==> config.mk <==
export PLATFORM = sky130hd
export DESIGN_NAME = ethercat_datagram_parser
export DESIGN_NICKNAME = d
export VERILOG_FILES = /design/src/rtl/ethercat_pkg.sv /design/src/rtl/ethercat_nibble_assembler.sv /design/src/rtl/ethercat_datagram_parser.sv
export SDC_FILE = /design/constraint.sdc
export NUM_CORES = 1
export LEC_CHECK = 0
export CAP_MARGIN = 20
export CORE_MARGIN = 5
export CORE_UTILIZATION = 57
export CTS_BUF_LIST = sky130_fd_sc_hd__clkbuf_4
export DETAILED_ROUTE_END_ITERATION = 16
export DONT_BUFFER_PORTS = 1
export GPL_ROUTABILITY_DRIVEN = 0
export GPL_TIMING_DRIVEN = 0
export PLACE_DENSITY_LB_ADDON = 0.05
export SYNTH_ARGS = -nofsm -noshare
export SYNTH_HDL_FRONTEND = slang
export SYNTH_HIERARCHICAL = 1
export SYNTH_SLANG_ARGS = --single-unit
==> constraint.sdc <==
create_clock -name rxc -period 5.1 [get_ports rxc]
set_input_delay 1.02 -clock rxc [delete_from_list [all_inputs] [get_ports rxc]]
set_output_delay 1.02 -clock rxc [all_outputs]
set_load 0.005 [all_outputs]
==> src/rtl/ethercat_pkg.sv <==
// ethercat_pkg
//   Shared definitions for the EtherCAT receive path: parser FSM state
//   encoding, frame layout constants and datagram command codes (the command
//   codes are shared with ethercat_fmmu).
package ethercat_pkg;

  typedef enum logic [3:0] {
    ST_IDLE = 4'd0,
    ST_PRE  = 4'd1,
    ST_MAC  = 4'd2,
    ST_ETYP = 4'd3,
    ST_ECAT = 4'd4,
    ST_DGH  = 4'd5,
    ST_DGD  = 4'd6,
    ST_WKC  = 4'd7,
    ST_DROP = 4'd8,
    ST_DONE = 4'd9
  } state_t;

  localparam logic [15:0] ETHERTYPE_ECAT = 16'h88A4;
  localparam logic [3:0]  PREAMBLE_NIB   = 4'h5;
  localparam logic [3:0]  SFD_NIB        = 4'hD;

  localparam logic [10:0] MAC_BYTES      = 11'd12;
  localparam logic [10:0] ETYP_BYTES     = 11'd2;
  localparam logic [10:0] ECAT_HDR_BYTES = 11'd2;
  localparam logic [10:0] DGH_BYTES      = 11'd10;
  localparam logic [10:0] WKC_BYTES      = 11'd2;

  localparam logic [7:0] CMD_NOP  = 8'h00;
  localparam logic [7:0] CMD_APRD = 8'h01;
  localparam logic [7:0] CMD_APWR = 8'h02;
  localparam logic [7:0] CMD_APRW = 8'h03;
  localparam logic [7:0] CMD_FPRD = 8'h04;
  localparam logic [7:0] CMD_FPWR = 8'h05;
  localparam logic [7:0] CMD_FPRW = 8'h06;
  localparam logic [7:0] CMD_BRD  = 8'h07;
  localparam logic [7:0] CMD_BWR  = 8'h08;
  localparam logic [7:0] CMD_BRW  = 8'h09;
  localparam logic [7:0] CMD_LRD  = 8'h0A;
  localparam logic [7:0] CMD_LWR  = 8'h0B;
  localparam logic [7:0] CMD_LRW  = 8'h0C;

  // Index of the last byte of an n-byte field, as seen by the byte counter.
  function automatic logic [10:0] last_idx(input logic [10:0] n);
    return n - 11'd1;
  endfunction

endpackage

==> src/rtl/ethercat_nibble_assembler.sv <==
// ethercat_nibble_assembler
//   Pairs MII nibbles (low nibble first) into bytes.
// Ports
//   rxc        in   MII receive clock
//   RSTN       in   asynchronous active-low reset
//   rx_dv      in   MII receive data valid
//   rx_data    in   MII nibble
//   clear      in   hold nibble phase at 0 (parser not inside a byte stream)
//   byte_data  out  {current nibble, stored low nibble}; valid with byte_stb
//   byte_stb   out  high in the cycle the high nibble is on rx_data
//   phase      out  1 = low nibble stored, waiting for the high nibble
module ethercat_nibble_assembler (
  input  logic       rxc,
  input  logic       RSTN,
  input  logic       rx_dv,
  input  logic [3:0] rx_data,
  input  logic       clear,
  output logic [7:0] byte_data,
  output logic       byte_stb,
  output logic       phase
);

  logic [3:0] nib_lo;

  always_ff @(posedge rxc or negedge RSTN) begin
    if (!RSTN) begin
      phase  <= 1'b0;
      nib_lo <= 4'h0;
    end else if (clear) begin
      phase  <= 1'b0;
    end else if (rx_dv) begin
      if (!phase) nib_lo <= rx_data;
      phase <= ~phase;
    end
  end

  // The byte is presented combinationally so the parser registers it on the
  // same edge that samples the high nibble.
  assign byte_stb  = rx_dv & phase & ~clear;
  assign byte_data = {rx_data, nib_lo};

endmodule

==> src/rtl/ethercat_datagram_parser.sv <==
// ethercat_datagram_parser
//   MII receive front end: strips preamble/SFD, MAC addresses and EtherType,
//   skips the EtherCAT frame header, decodes datagram headers and streams
//   datagram payload bytes.
// Parameters
//   ETHERTYPE   accepted EtherType, any other value drops the frame
//   MAX_DGRAMS  datagrams allowed per frame (only with DGRAM_CHAIN_EN)
// Build option
//   DGRAM_CHAIN_EN  follow the M (more) flag through chained datagrams;
//                   when undefined only the first datagram is parsed.
// Ports
//   rxc, RSTN            clock, asynchronous active-low reset
//   rx_dv, rx_data       MII receive interface
//   sub_command/address/len, subdv   decoded header, subdv 1-cycle strobe
//   dg_data, dg_data_vld payload byte stream
//   dg_end               strobe after the working counter of a datagram
//   frame_err            strobe on truncation/alignment/overflow error
//
// state | meaning
// IDLE  | waiting for rx_dv with a preamble nibble
// PRE   | preamble nibbles, waiting for the SFD high nibble
// MAC   | skipping destination + source MAC
// ETYP  | EtherType, big-endian
// ECAT  | skipping the 2-byte EtherCAT frame header
// DGH   | 10-byte datagram header
// DGD   | datagram payload
// WKC   | skipping the 2-byte working counter
// DROP  | ignoring the rest of the frame
// DONE  | parsing finished, waiting for rx_dv to fall
module ethercat_datagram_parser
  import ethercat_pkg::*;
#(
  parameter logic [15:0] ETHERTYPE = ETHERTYPE_ECAT
`ifdef DGRAM_CHAIN_EN
  , parameter int unsigned MAX_DGRAMS = 8
`endif
) (
  input  logic        rxc,
  input  logic        RSTN,
  input  logic        rx_dv,
  input  logic [3:0]  rx_data,
  output logic [7:0]  sub_command,
  output logic [31:0] sub_address,
  output logic [15:0] sub_len,
  output logic        subdv,
  output logic [7:0]  dg_data,
  output logic        dg_data_vld,
  output logic        dg_end,
  output logic        frame_err
);

  state_t      state, state_nxt;
  logic [7:0]  byte_data;
  logic        byte_stb;
  logic        phase;
  logic        asm_clear;
  logic [10:0] byte_cnt;
  logic [10:0] dg_len;
  logic [7:0]  etyp_hi;
  logic [7:0]  cmd_sh;
  logic [31:0] addr_sh;
  logic        subdv_d, dgv_d, dg_end_d, err_d;

`ifdef DGRAM_CHAIN_EN
  logic       m_flag;
  logic [7:0] dg_cnt;
`endif

  // Outside a byte-aligned region the nibble phase is meaningless.
  assign asm_clear = (state == ST_IDLE) || (state == ST_PRE) || (state == ST_DROP);

  ethercat_nibble_assembler u_nib (
    .rxc       (rxc),
    .RSTN      (RSTN),
    .rx_dv     (rx_dv),
    .rx_data   (rx_data),
    .clear     (asm_clear),
    .byte_data (byte_data),
    .byte_stb  (byte_stb),
    .phase     (phase)
  );

  always_ff @(posedge rxc or negedge RSTN) begin
    if (!RSTN) state <= ST_IDLE;
    else       state <= state_nxt;
  end

  always_comb begin
    state_nxt = state;
    subdv_d   = 1'b0;
    dgv_d     = 1'b0;
    dg_end_d  = 1'b0;
    err_d     = 1'b0;
    if (!rx_dv) begin
      // End of frame: clean only where nothing is left half-parsed.
      if (state != ST_IDLE) state_nxt = ST_IDLE;
      err_d = !((state == ST_IDLE) || (state == ST_DROP) || (state == ST_DONE)) || phase;
    end else begin
      case (state)
        ST_IDLE: begin
          // A frame that does not open with preamble is ignored to its end.
          if (rx_data == PREAMBLE_NIB) state_nxt = ST_PRE;
          else                         state_nxt = ST_DROP;
        end
        ST_PRE: begin
          if (rx_data == SFD_NIB)           state_nxt = ST_MAC;
          else if (rx_data != PREAMBLE_NIB) state_nxt = ST_DROP;
        end
        ST_MAC: begin
          if (byte_stb && byte_cnt == last_idx(MAC_BYTES)) state_nxt = ST_ETYP;
        end
        ST_ETYP: begin
          if (byte_stb && byte_cnt == last_idx(ETYP_BYTES)) begin
            if ({etyp_hi, byte_data} == ETHERTYPE) state_nxt = ST_ECAT;
            else                                   state_nxt = ST_DROP;
          end
        end
        ST_ECAT: begin
          if (byte_stb && byte_cnt == last_idx(ECAT_HDR_BYTES)) state_nxt = ST_DGH;
        end
        ST_DGH: begin
          if (byte_stb && byte_cnt == last_idx(DGH_BYTES)) begin
            subdv_d = 1'b1;
            if (dg_len == 11'd0) state_nxt = ST_WKC;
            else                 state_nxt = ST_DGD;
          end
        end
        ST_DGD: begin
          if (byte_stb) begin
            dgv_d = 1'b1;
            if (byte_cnt == last_idx(dg_len)) state_nxt = ST_WKC;
          end
        end
        ST_WKC: begin
          if (byte_stb && byte_cnt == last_idx(WKC_BYTES)) begin
            dg_end_d = 1'b1;
`ifdef DGRAM_CHAIN_EN
            if (!m_flag) begin
              state_nxt = ST_DONE;
            end else if (32'(dg_cnt) + 32'd1 < MAX_DGRAMS) begin
              state_nxt = ST_DGH;
            end else begin
              err_d     = 1'b1;
              state_nxt = ST_DROP;
            end
`else
            state_nxt = ST_DONE;
`endif
          end
        end
        default: state_nxt = state;
      endcase
    end
  end

  // Byte counter restarts on every state entry.
  always_ff @(posedge rxc or negedge RSTN) begin
    if (!RSTN)                   byte_cnt <= 11'd0;
    else if (state_nxt != state) byte_cnt <= 11'd0;
    else if (byte_stb)           byte_cnt <= byte_cnt + 11'd1;
  end

  // Header fields are collected in shadow registers and only published on
  // the tenth byte, so a truncated header never disturbs sub_*.
  always_ff @(posedge rxc or negedge RSTN) begin
    if (!RSTN) begin
      etyp_hi <= 8'h00;
      cmd_sh  <= 8'h00;
      addr_sh <= 32'h0;
      dg_len  <= 11'd0;
    end else if (byte_stb) begin
      if (state == ST_ETYP && byte_cnt == 11'd0) etyp_hi <= byte_data;
      if (state == ST_DGH) begin
        case (byte_cnt)
          11'd0:   cmd_sh         <= byte_data;
          11'd2:   addr_sh[7:0]   <= byte_data;
          11'd3:   addr_sh[15:8]  <= byte_data;
          11'd4:   addr_sh[23:16] <= byte_data;
          11'd5:   addr_sh[31:24] <= byte_data;
          11'd6:   dg_len[7:0]    <= byte_data;
          11'd7:   dg_len[10:8]   <= byte_data[2:0];
          default: ;
        endcase
      end
    end
  end

`ifdef DGRAM_CHAIN_EN
  always_ff @(posedge rxc or negedge RSTN) begin
    if (!RSTN) begin
      m_flag <= 1'b0;
      dg_cnt <= 8'd0;
    end else begin
      if (state == ST_IDLE) dg_cnt <= 8'd0;
      else if (dg_end_d)    dg_cnt <= dg_cnt + 8'd1;
      if (state == ST_DGH && byte_stb && byte_cnt == 11'd7) m_flag <= byte_data[7];
    end
  end
`endif

  always_ff @(posedge rxc or negedge RSTN) begin
    if (!RSTN) begin
      sub_command <= 8'h00;
      sub_address <= 32'h0;
      sub_len     <= 16'h0;
      subdv       <= 1'b0;
      dg_data     <= 8'h00;
      dg_data_vld <= 1'b0;
      dg_end      <= 1'b0;
      frame_err   <= 1'b0;
    end else begin
      subdv       <= subdv_d;
      dg_data_vld <= dgv_d;
      dg_end      <= dg_end_d;
      frame_err   <= err_d;
      if (dgv_d) dg_data <= byte_data;
      if (subdv_d) begin
        sub_command <= cmd_sh;
        sub_address <= addr_sh;
        sub_len     <= {5'b0, dg_len};
      end
    end
  end

endmodule

* Word-level counts from Yosys, hierarchy flattened
Cells that the tools add are included.
W data, S select, Z words.
** Storage, ports and cells
- Register bits :: 142
- Input port bits :: 7
** Cells by class
- Mux-type cells :: 29
- Reduce and logical (&&, ||, !) cells :: 25
- Add/sub/neg operators :: 2
- Bitwise operators :: 4
- Eq/ne operators :: 24
** Operators with widths (count)
- $mux W4 :: 13
- $eq A11 B3 Y1 const B :: 4
- $pmux W4 S8 :: 1
- $reduce_and A3 Y1 :: 8
- $eq A11 B2 Y1 const B :: 2
- $eq A11 B4 Y1 const B :: 2
- $logic_not A11 Y1 :: 2
- $mux W11 :: 2
- $eq A4 B3 Y1 const B :: 5
- $eq A16 B16 Y1 const B :: 1
- $mux W1 :: 13
- $eq A4 B4 Y1 const B :: 3
- $add A11 B1 Y11 const B :: 1
- $eq A11 B1 Y1 const B :: 1
- $eq A11 B11 Y1 :: 1
- $sub A11 B1 Y11 const B :: 1
- $eq A4 B2 Y1 const B :: 2
- $logic_or A1 B1 Y1 :: 5
- $eq A4 B1 Y1 const B :: 1
- $logic_and A1 B1 Y1 :: 4
- $logic_not A4 Y1 :: 1
- $ne A4 B3 Y1 const B :: 1
- $ne A4 B4 Y1 :: 1
- $reduce_bool A2 Y1 :: 2
- 5 further kinds :: 7

* Logic depth before layout (Yosys ltp)
Gate-level depths: netlist of run 1.
- Word-level depth :: 11
- Depth in mapped cells :: 12
- Depth with buffers taken out :: 9

* Hierarchy
Netlist of run 1, hierarchy kept.
** Modules (own cells, without submodules)
- ethercat_datagram_parser :: area an instance 6463.7 µm², times used 1, cells each 623
- ethercat_nibble_assembler :: area an instance 241.5 µm², times used 1, cells each 17

* Worst setup path after synthesis of run 1
Ideal clock, no wire load.
- Path kind :: reg-to-reg
- From :: register state[0]
- To :: register byte_cnt[0]
- Stages on the path, launching flop included :: 13
- Buffers on the path :: 5
- Library setup time :: 0.130 ns
- Required time :: 4.970 ns
- Arrival time :: 3.240 ns
- Path slack :: 1.730 ns
- Cell sequence :: dfrtp_1 > clkbuf_1 > buf_1 > a21oi_1 > and3b_2 > clkbuf_1 > and4_1 > clkbuf_1 > nand4_1 > or4_1 > buf_2 > o211ai_1 > nand3_1
** Between the ends
- Cells in the longest elaborated chain, start to end :: 11
- Elaborated cells between the ends (all ways) :: 32
** RTL lines
- start, declared :: RTL line ethercat_datagram_parser.sv:52 : state_t state, state_nxt;
- start signal, assigned :: RTL line ethercat_datagram_parser.sv:85 : else state <= state_nxt;
- $eq A4 B1 Y1 or $logic_not A4 Y1 (tied branches) :: RTL line ethercat_datagram_parser.sv:70 : assign asm_clear = (state == ST_IDLE) || (state == ST_PRE) || (state == ST_DROP);
- $logic_or A1 B1 Y1 :: RTL line ethercat_datagram_parser.sv:70
- $logic_or A1 B1 Y1 * :: RTL line ethercat_datagram_parser.sv:70
- via asm_clear :: RTL line ethercat_datagram_parser.sv:56 : logic asm_clear;
- $not A1 Y1 * :: RTL line ethercat_nibble_assembler.sv:39 : assign byte_stb = rx_dv & phase & ~clear;
- $and A1 B1 Y1 * :: RTL line ethercat_nibble_assembler.sv:39
- via byte_stb :: RTL line ethercat_datagram_parser.sv:54 : logic byte_stb;
- $logic_and A1 B1 Y1 (on tied branches)
- $mux W4 (on tied branches)
- $pmux W4 S8 :: RTL line ethercat_datagram_parser.sv:99 : case (state)
- $mux W4 :: RTL line ethercat_datagram_parser.sv:94 : if (!rx_dv) begin
- $ne A4 B4 Y1 :: RTL line ethercat_datagram_parser.sv:159 : else if (state_nxt != state) byte_cnt <= 11'd0;
- $mux W11 or $reduce_bool A2 Y1 (tied branches)
- end signal, assigned :: RTL line ethercat_datagram_parser.sv:160 : else if (byte_stb) byte_cnt <= byte_cnt + 11'd1;
- end, declared :: RTL line ethercat_datagram_parser.sv:57 : logic [10:0] byte_cnt;
Mark *: on every way through the listed nets, which the timed path passes. The rest lies on a longest branch.
A chain may end at the register's enable or synchronous reset.

* Worst setup path in the final report of run 1
Same ends and word-level chain as after synthesis.

==> impl_summary.log, run 1 <==
[metrics] run status: completed
[metrics] worst reg-to-reg path cell count: 12
[metrics] number of gates resized after cts: 0
[metrics] Die X: 118.5 µm
[metrics] aggregate global-route resource usage: 22.49%
[metrics] kind of capture point of the worst setup path: flip-flop
[metrics] met2 routed WL: 7.373 mm
[metrics] timing startpoint of the critical path: state[0]
[metrics] pwr dens: approximately 260 nW/µm²
[metrics] leading post-synthesis cells by cell area: sky130_fd_sc_hd__dfrtp_1 (53%), sky130_fd_sc_hd__mux2_2 (12%), sky130_fd_sc_hd__nand2_1 (9.2%), sky130_fd_sc_hd__xnor2_1 (2.4%), sky130_fd_sc_hd__nand3_1 (2.1%)
[metrics] average detailed-routed wire length per instance: 18.41 µm
[metrics] setup total negative slack: 0 ps
[metrics] Core Util, Final: 62.25%
[metrics] static leakage: around 3.5 nW
[metrics] total CTS buffers: 17
[metrics] Layout area overhead: 6.456%
[metrics] CTS tree: yes
[metrics] maximum net fanout on the critical path: 10
[metrics] post-detailed-route DRC marker count: 0
[metrics] HPWL reported at the end of detailed placement: around 10 mm
[metrics] Req. time, crit path: 5520 ps
[metrics] first-pass GRT wire length: 25.30 mm
[metrics] maximum number of pins on one net before global-route repair: about 140
[metrics] number of standard cells in the final layout excluding fillers: 819
[metrics] reg-to-reg setup timing slack: 590 ps
[metrics] number of antenna-violating nets in the routed design: 0
[metrics] final critical-path setup slack: 590.2 ps
[metrics] average via count per standard cell: slightly below 6
[metrics] Main synth FF type: sky130_fd_sc_hd__dfrtp_1
[metrics] worst vdd ir: between 0.15 and 0.2 mV
[metrics] leftover overflow at the end of global routing: 0
[metrics] unrepaired setup endpoints after global routing: no
[metrics] area used by sequential logic in the layout: between 3000 and 4000 µm²
[metrics] cell count after placement: 787
[metrics] RR Startpoint: state[0]
[metrics] Post-synth top cells: sky130_fd_sc_hd__nand2_1 (165), sky130_fd_sc_hd__dfrtp_1 (142), sky130_fd_sc_hd__mux2_2 (71), sky130_fd_sc_hd__clkbuf_1 (28), sky130_fd_sc_hd__nand3_1 (28)
[metrics] remaining max-slew budget at the tightest pin: 46.84%
[metrics] Max H-tree Level: 4
[metrics] Critical Path Start Type: flip-flop
[metrics] Yosys warnings: 6
[metrics] Max-Cap Viols: 0
[metrics] Layout Cell Area excl Fill: 7138 µm²
[metrics] slew of the pin with the lowest slew margin: slightly below 800 ps
[metrics] number of antenna violations at the first check in global routing: 0
[metrics] number of I/O pins: 75
[metrics] netlist area before placement: 6705 µm²
[metrics] clock latency on the worst-skew pair: 550 ps
[metrics] number of fill cells: 971
[metrics] number of placement rows: 39
[metrics] Pwr Total: 1.865 mW
[metrics] Core Footprint: 11,470 µm²
[metrics] end point of the critical path: byte_cnt[0]
[metrics] terminus of the critical flop-to-flop path: byte_cnt[0]
[metrics] Finish-stage setup viols: 0
[metrics] top routing layer in use: met4
[metrics] wire length the detailed router placed on met1: approximately 6.4 mm
[metrics] final hold violation count: 0
[metrics] number of global-route vias before repair: 4,921
[metrics] Hold WC Path Type: in2async
[metrics] Area after DPL: approximately 7000 µm²
[metrics] input/output buffers: 0
[metrics] buffer depth of the longest clock path: 2
[metrics] async set-or-reset flop fraction in the synthesized netlist: 100.0%
[metrics] number of clock sinks: 142
[metrics] vias post-DR: 4,835
[metrics] average instance area after synthesis: 10.48 µm²
[metrics] fraction of layout instances using a drive strength above 1: around a fifth
[metrics] cell accounting for the most synthesized area: sky130_fd_sc_hd__dfrtp_1
[metrics] time the worst path needs with I/O delays and setup: around 4500 ps
[metrics] area of the multi-input gates: 2859 µm²
[metrics] Final Max Tran Viols: 0
[metrics] Seq cells post-synth: 142
[metrics] library cell with the highest instance count after synthesis: sky130_fd_sc_hd__nand2_1
[metrics] setup repair bufs after CTS: 0
[metrics] final net count: 676
[metrics] CTS Root Cell: sky130_fd_sc_hd__clkbuf_4
[metrics] path type of the worst setup path: reg2reg
[metrics] number of diodes: 0
[metrics] Clk pin slew, worst setup/hold paths: 110 ps
[metrics] count of cell types in the netlist: 57
[metrics] smallest hold slack: roughly 170 ps
[metrics] router iterations before antenna repair: 5
[metrics] post-route clock period utilization: 88.43%
[metrics] portion of synthesized cell area occupied by the leading cell type: a little over half
[metrics] maximum achievable frequency: 221.7 MHz
[metrics] sum of met3 wire segment lengths after detailed routing: 1.105 mm
[metrics] final wirelength: 15.08 mm
[metrics] starting utilization of the core area: 58.47%
[metrics] sequential area share after synthesis: 52.99%
[metrics] CP arrival: 4920 ps
[metrics] Hold-fix buffers, CTS: 0
[metrics] Die ar.: 14,030 µm²
[metrics] pre-CTS WS: 720.4 ps
[metrics] Die Y-Extent: between 100 and 150 µm
[metrics] Post-Syn Instances: 640
[metrics] Iter 0 DRT Violations: 310
[metrics] number of enable flip-flop cells after synthesis: 0
[metrics] final clock skew: about 23 ps
how the worst min path moves through the flow:
| stage | start | end | cells past startpoint |
|---|---|---|---|
| 3_5_place_dp | addr_sh[0] | sub_address[0] | 2 |
| 3_3_place_gp | cmd_sh[6] | sub_command[6] | 2 |
| 6_report | RSTN | sub_address[5] | 0 |
| 2_1_floorplan | addr_sh[0] | sub_address[0] | 2 |
| 5_1_grt | RSTN | addr_sh[3] | 0 |
| 4_1_cts | RSTN | u_nib/nib_lo[1] | 0 |
critical path, stage by stage, from the launching register on:
cell	delay [ps]
sky130_fd_sc_hd__dfrtp_1	490
sky130_fd_sc_hd__clkbuf_1	390
sky130_fd_sc_hd__buf_1	430
sky130_fd_sc_hd__a21oi_1	240
sky130_fd_sc_hd__and3b_2	300
sky130_fd_sc_hd__clkbuf_1	370
sky130_fd_sc_hd__and4_1	260
sky130_fd_sc_hd__clkbuf_1	540
sky130_fd_sc_hd__nand4_1	230
sky130_fd_sc_hd__or4_1	630
sky130_fd_sc_hd__buf_2	240
sky130_fd_sc_hd__o211ai_1	170
sky130_fd_sc_hd__nand3_1	100
cell families (layout without fill, tap and decap cells):
family	after synthesis	after routing	share of synthesized area, %
AO/OA/AOI/OAI	42	42	4.329
XOR/XNOR	23	23	3.004
adder cells (fa/ha/maj)	5	5	0.9330
multiplexers	74	74	12.37
buffers and inverters	65	97	4.590
other	1	5	0.05593
AND/OR/NAND/NOR	288	288	21.72
flip-flops	142	142	52.99
layout by cell type, fill, tap and decap left out, types with 9 or more instances in the layout:
cell and instances:
sky130_fd_sc_hd__clkbuf_1 28, sky130_fd_sc_hd__o211ai_1 12, sky130_fd_sc_hd__mux2_2 71, sky130_fd_sc_hd__clkbuf_4 18, sky130_fd_sc_hd__nor2_1 11, sky130_fd_sc_hd__nor4_1 18, sky130_fd_sc_hd__buf_4 10, sky130_fd_sc_hd__buf_2 9
sky130_fd_sc_hd__nand3_1 28, sky130_fd_sc_hd__xnor2_1 18, sky130_fd_sc_hd__dfrtp_1 142, sky130_fd_sc_hd__nand2_1 165, sky130_fd_sc_hd__inv_1 13
per-layer routing:
layer / up-vias / GRT usage, %
met5: - / 0
met4: 0 / 7.583
met3: 24 / 6.590
met2: 178 / 35.79
met1: 2382 / 29.74
li1: 2251 / -
where the power goes:
| part | internal [mW] | leakage [nW] | switching (mW) |
|---|---|---|---|
| logic | 0.0270 | 1.42 | 0.0612 |
| registers | 1.14 | 1.97 | 0.0155 |
| clock network | 0.235 | 0.120 | 0.390 |
cell type report:
cell class / instances / share of cell area [%]
Timing Repair Buffer: 1 / 0.07011
Clock inverter: 13 / 1.385
Sequential cell: 142 / 49.78
Inverter: 13 / 0.6836
Clock buffer: 18 / 1.893
Tap cell: 143 / 2.507
Buffer: 52 / 3.628
Multi-Input combinational cell: 437 / 40.05
registers in the layout, summed over array words and instances (netlist names):
name / flops
u_nib/nib_lo: 4
byte_cnt: 11
dg_end: 1
sub_len: 11
dg_data_vld: 1
addr_sh: 32
state: 4
u_nib/phase: 1
frame_err: 1
etyp_hi: 8
dg_len: 11
sub_command: 8
subdv: 1
sub_address: 32
dg_data: 8
cmd_sh: 8
Power figures use the tool's default switching activity.
==> run 2: changes to the inputs <==
--- a/config.mk
+++ b/config.mk
@@ -6,7 +6,7 @@
 export NUM_CORES = 1
 export LEC_CHECK = 0
 export CAP_MARGIN = 20
-export CORE_MARGIN = 5
+export CORE_MARGIN = 2
 export CORE_UTILIZATION = 57
 export CTS_BUF_LIST = sky130_fd_sc_hd__clkbuf_4
 export DETAILED_ROUTE_END_ITERATION = 16
==> run 2 against run 1 <==
Compared with the run above:
- register-to-register slack improved by 80 ps
- flip-flop and latch count did not move
- total power up 1.3%
- clock power grew 3.5%
- combinational power grew 1%
- non-clock buffer count did not move
- routed wire length down 3.2%
- clock skew decreased by 9.6 ps
- sequential power about the same
- first-iteration DRC count up 4.8%
- die area decreased by 9.9%
- critical endpoint is now state[0]
- highest routed layer unchanged
==> impl_summary.log, run 2 (synthesis results as in run 1) <==
[metrics] run status: completed
[metrics] CP arrival: 4850 ps
[metrics] static leakage: about 3.5 nW
[metrics] Die Y-Extent: 112.5 µm
[metrics] setup total negative slack: 0 ps
[metrics] post-detailed-route DRC marker count: 0
[metrics] Core Footprint: 11,470 µm²
[metrics] total CTS buffers: 17
[metrics] number of diodes: 0
[metrics] clock latency on the worst-skew pair: between 500 and 600 ps
[metrics] number of global-route vias before repair: between 4,000 and 5,000
[metrics] buffer depth of the longest clock path: 2
[metrics] number of I/O pins: 75
[metrics] most common cell after layout, fill and taps aside: sky130_fd_sc_hd__nand2_1
[metrics] average detailed-routed wire length per instance: 17.81 µm
[metrics] worst vdd ir: 0.1798 mV
[metrics] post-route clock period utilization: 86.77%
[metrics] Hold WC Path Type: in2async
[metrics] Req. time, crit path: 5530 ps
[metrics] starting utilization of the core area: 58.47%
[metrics] average via count per standard cell: 5.772
[metrics] fraction of layout instances using a drive strength above 1: 19.79%
[metrics] commonest cells after routing, fill and taps aside: sky130_fd_sc_hd__nand2_1 (165), sky130_fd_sc_hd__dfrtp_1 (142), sky130_fd_sc_hd__mux2_2 (71), sky130_fd_sc_hd__clkbuf_1 (28), sky130_fd_sc_hd__nand3_1 (28)
[metrics] Iter 0 DRT Violations: 325
[metrics] number of gates resized after cts: 0
[metrics] time the worst path needs with I/O delays and setup: 4425 ps
[metrics] number of antenna-violating nets in the routed design: 0
[metrics] first-pass GRT wire length: 23.87 mm
[metrics] aggregate global-route resource usage: 24.15%
[metrics] remaining max-slew budget at the tightest pin: between 40% and 50%
[metrics] input/output buffers: 0
[metrics] smallest hold slack: 155.3 ps
[metrics] setup repair bufs after CTS: 0
[metrics] maximum achievable frequency: 226.0 MHz
[metrics] CTS tree: yes
[metrics] vias post-DR: roughly 4,700
[metrics] Die X: 112.5 µm
[metrics] Max H-tree Level: 4
[metrics] number of clock sinks: around 140
[metrics] maximum net fanout on the critical path: 10
[metrics] leftover overflow at the end of global routing: 0
[metrics] number of antenna violations at the first check in global routing: 0
[metrics] final net count: 676
[metrics] Hold-fix buffers, CTS: 0
[metrics] slew of the pin with the lowest slew margin: around 870 ps
[metrics] router iterations before antenna repair: 5
[metrics] Die ar.: roughly 13,000 µm²
[metrics] Final Max Tran Viols: 0
[metrics] final wirelength: between 10 and 15 mm
[metrics] number of placement rows: 39
[metrics] kind of capture point of the worst setup path: flip-flop
[metrics] Core Util, Final: 62.36%
[metrics] maximum number of pins on one net before global-route repair: 143
[metrics] Layout area overhead: 6.643%
[metrics] unrepaired setup endpoints after global routing: no
[metrics] path type of the worst setup path: reg2reg
[metrics] Max-Cap Viols: 0
[metrics] HPWL reported at the end of detailed placement: a little under 10 mm
[metrics] CTS Root Cell: sky130_fd_sc_hd__clkbuf_4
[metrics] final hold violation count: 0
[metrics] Largest regs: addr_sh x32, sub_address x32
[metrics] pwr dens: 264.3 nW/µm²
[metrics] final clock skew: 13.22 ps
[metrics] Clk pin slew, worst setup/hold paths: roughly 120 ps
[metrics] Finish-stage setup viols: 0
[metrics] Critical Path Start Type: flip-flop
[run 2: per-stage QoR]
step                cell area [µm²]  setup slack (ps)  power (mW)  cells
finish                         7151             674.9       1.890    820
CTS                            7146             757.4       1.907    819
global placement               6899             812.2       1.260    787
global route                   7151             417.0       1.955    820
floorplan                      6720              1730       1.221    644
detailed placement             6899             800.3       1.263    787
[run 2: layout make-up]
class	instances	area (µm²)
Inverter	13	48.80
Clock buffer	20	150.1
Timing Repair Buffer	1	5.005
Buffer	52	259.0
Multi-Input combinational cell	437	2859
Tap cell	143	178.9
Clock inverter	12	96.34
Sequential cell	142	3553
Fill cell	963	4317
[run 2: report_power, final]
part	internal (mW)	switching, mW
logic	0.0270	0.0623
clock network	0.252	0.397
registers	1.14	0.0162
[run 2: final timing paths]
kind	from	to	slack (ps)	cells past startpoint
max reg2reg	state[0]	state[0]	670	11
max	state[0]	state[0]	670	11
min	RSTN	byte_cnt[5]	160	0
min in group rxc	addr_sh[27]	sub_address[27]	480	2
max in group asynchronous	RSTN	sub_address[24]	4750	0
min reg2reg	addr_sh[27]	sub_address[27]	480	2
[run 2: metal layers]
layer  track usage, %  share of wire [%]  vias to the layer above
met5                0                  0                        -
met4            8.455                1.6                        0
met1            33.01                 45                     2332
li1                 -                  -                     2234
met2            38.51                 48                      143
met3            5.292                5.3                       24
[run 2: critical path, stage by stage, from the launching register on]
cell and delay (ps):
sky130_fd_sc_hd__dfrtp_1 490, sky130_fd_sc_hd__clkbuf_1 390, sky130_fd_sc_hd__buf_1 410, sky130_fd_sc_hd__a21oi_1 230, sky130_fd_sc_hd__and3b_2 300, sky130_fd_sc_hd__clkbuf_1 380
sky130_fd_sc_hd__and4_1 260, sky130_fd_sc_hd__clkbuf_1 530, sky130_fd_sc_hd__nand4_1 170, sky130_fd_sc_hd__or4_1 590, sky130_fd_sc_hd__buf_2 230, sky130_fd_sc_hd__o31ai_1 320
==> run 3: changes to the inputs <==
--- a/config.mk
+++ b/config.mk
@@ -13,6 +13,7 @@
 export DONT_BUFFER_PORTS = 1
 export GPL_ROUTABILITY_DRIVEN = 0
 export GPL_TIMING_DRIVEN = 0
+export MAX_ROUTING_LAYER = met4
 export PLACE_DENSITY_LB_ADDON = 0.05
 export SYNTH_ARGS = -nofsm -noshare
 export SYNTH_HDL_FRONTEND = slang
==> run 3 against run 2 <==
Compared with the run above:
- critical path depth is the same
- worst setup slack improved by 36 ps
- non-clock buffer count did not move
- cell count unchanged
- clock skew is 0.76 ps lower
- flip-flop and latch count unchanged
- sequential share of layout area is the same
- hold slack gained 3.9 ps
- routed wire length grew 0.43%
- die area is the same
- via count is 1.0% higher
- register-to-register slack improved by 40 ps
==> impl_summary.log, run 3 (synthesis results as in run 1) <==
[metrics] Largest regs: addr_sh x32, sub_address x32
[metrics] post-route clock period utilization: 86.07%
[metrics] path type of the worst setup path: reg2reg
[metrics] unrepaired setup endpoints after global routing: no
[metrics] average detailed-routed wire length per instance: between 15 and 20 µm
[metrics] number of clock sinks: 142
[metrics] leftover overflow at the end of global routing: 0
[metrics] first-pass GRT wire length: around 24 mm
[metrics] Die X: 112.5 µm
[metrics] Layout Cell Area excl Fill: 7151 µm²
[metrics] commonest cells after routing, fill and taps aside: sky130_fd_sc_hd__nand2_1 (165), sky130_fd_sc_hd__dfrtp_1 (142), sky130_fd_sc_hd__mux2_2 (71), sky130_fd_sc_hd__clkbuf_1 (28), sky130_fd_sc_hd__nand3_1 (28)
[metrics] static leakage: 3.521 nW
[metrics] number of gates resized after cts: 0
[metrics] timing startpoint of the critical path: state[0]
[metrics] number of antenna-violating nets in the routed design: 0
[metrics] final wirelength: 14.67 mm
[metrics] average via count per standard cell: 5.832
[metrics] pre-CTS WS: 800.3 ps
[metrics] RR Startpoint: state[0]
[metrics] number of diodes: 0
[metrics] run status: completed
[metrics] final clock skew: 12.46 ps
[metrics] most common cell after layout, fill and taps aside: sky130_fd_sc_hd__nand2_1
[metrics] Iter 0 DRT Violations: around 370
[metrics] total CTS buffers: 17
[metrics] Req. time, crit path: ~5500 ps
[metrics] starting utilization of the core area: 58.47%
[metrics] Core Footprint: between 10,000 and 15,000 µm²
[metrics] area used by sequential logic in the layout: 3553 µm²
[metrics] Final Max Tran Viols: 0
[metrics] Pwr Total: 1.892 mW
[metrics] Critical Path Start Type: flip-flop
[metrics] buffer depth of the longest clock path: 2
[metrics] input/output buffers: 0
[metrics] Die Y-Extent: between 100 and 150 µm
[metrics] CTS tree: yes
[metrics] final critical-path setup slack: 710.5 ps
[metrics] number of antenna violations at the first check in global routing: 0
[metrics] Hold WC Path Type: in2async
[metrics] Layout area overhead: 6.643%
[metrics] number of I/O pins: between 70 and 80
[metrics] Max H-tree Level: 4
[metrics] post-detailed-route DRC marker count: 0
[metrics] time the worst path needs with I/O delays and setup: 4389 ps
[metrics] number of fill cells: 963
[metrics] final hold violation count: 0
[metrics] Die ar.: 12,650 µm²
[metrics] router iterations before antenna repair: 5
[metrics] slew of the pin with the lowest slew margin: just under 900 ps
[metrics] maximum net fanout on the critical path: 10
[metrics] Max-Cap Viols: 0
[metrics] Clk pin slew, worst setup/hold paths: 110 ps
[metrics] setup total negative slack: 0 ps
[metrics] clock latency on the worst-skew pair: 550 ps
[metrics] maximum achievable frequency: ~230 MHz
[metrics] maximum number of pins on one net before global-route repair: approximately 140
[metrics] setup repair bufs after CTS: 0
[metrics] area of the multi-input gates: 2859 µm²
[metrics] CTS Root Cell: sky130_fd_sc_hd__clkbuf_4
[metrics] Hold-fix buffers, CTS: 0
[metrics] vias post-DR: 4,782
[metrics] number of placement rows: 39
[metrics] remaining max-slew budget at the tightest pin: 41.21%
[metrics] aggregate global-route resource usage: 24.91%
[metrics] worst vdd ir: 0.1798 mV
[metrics] CP arrival: 4820 ps
[metrics] kind of capture point of the worst setup path: flip-flop
[metrics] HPWL reported at the end of detailed placement: a little under 10 mm
[metrics] final net count: 676
[metrics] fraction of layout instances using a drive strength above 1: 19.79%
[metrics] Area after DPL: about 7000 µm²
[metrics] Finish-stage setup viols: 0
[metrics] pwr dens: 264.5 nW/µm²
[metrics] number of global-route vias before repair: 4,673
## run 3: cell counts in the layout (fill, tap and decap cells not counted)
No cell type changed its count.
## run 3: final timing paths
| kind | end | slack [ps] | cells after the start |
|---|---|---|---|
| worst min-delay path | sub_address[1] | 160 | 0 |
| worst min register to register | sub_address[27] | 480 | 2 |
| min in group rxc | sub_address[27] | 480 | 2 |
| worst max-delay path | state[0] | 710 | 11 |
| worst max register to register | state[0] | 710 | 11 |
| max in group asynchronous | state[0] | 4660 | 0 |
## run 3: cell type report
type / instances / share of cell area (%)
clock buffers: 20 / 2.100
plain buffers: 52 / 3.622
flip-flops and latches: 142 / 49.69
clock inverters: 12 / 1.347
multi-input cells: 437 / 39.98
repair buffers: 1 / 0.06999
inverters: 13 / 0.6824
well taps: 143 / 2.502
## run 3: stage by stage
| stage | util, % | hold WS [ps] | std cells |
|---|---|---|---|
| after floorplan | - | 440.2 | 644 |
| after global placement | 60.16 | 450.4 | 787 |
| after global routing | 62.36 | 110.3 | 820 |
| final | 62.36 | 159.1 | 820 |
| after detailed placement | 60.16 | 453.9 | 787 |
| after CTS | 62.31 | 111.9 | 819 |
## run 3: worst max-delay path, cell delays in order (launching register included)
cell and delay, ps:
sky130_fd_sc_hd__dfrtp_1 480, sky130_fd_sc_hd__clkbuf_1 380, sky130_fd_sc_hd__buf_1 410, sky130_fd_sc_hd__a21oi_1 230
sky130_fd_sc_hd__and3b_2 290, sky130_fd_sc_hd__clkbuf_1 390, sky130_fd_sc_hd__and4_1 260, sky130_fd_sc_hd__clkbuf_1 520
sky130_fd_sc_hd__nand4_1 170, sky130_fd_sc_hd__or4_1 600, sky130_fd_sc_hd__buf_2 230, sky130_fd_sc_hd__o31ai_1 300
## run 3: layer usage
layer	vias to the layer above	wire (µm)	track usage (%)
met2	156	7081	38.59
met5	-	0	-
met3	20	782	5.076
met1	2367	6588	33.15
met4	0	213	8.455
li1	2239	-	-
## run 3: power breakdown
part | internal (mW) | switching [mW] | total, mW | leakage, nW
Sequential | 1.14 | 0.0161 | 1.15 | 1.97
Clock | 0.252 | 0.398 | 0.650 | 0.132
Combinational | 0.0270 | 0.0631 | 0.0901 | 1.42
Total | 1.41 | 0.477 | 1.89 | 3.52
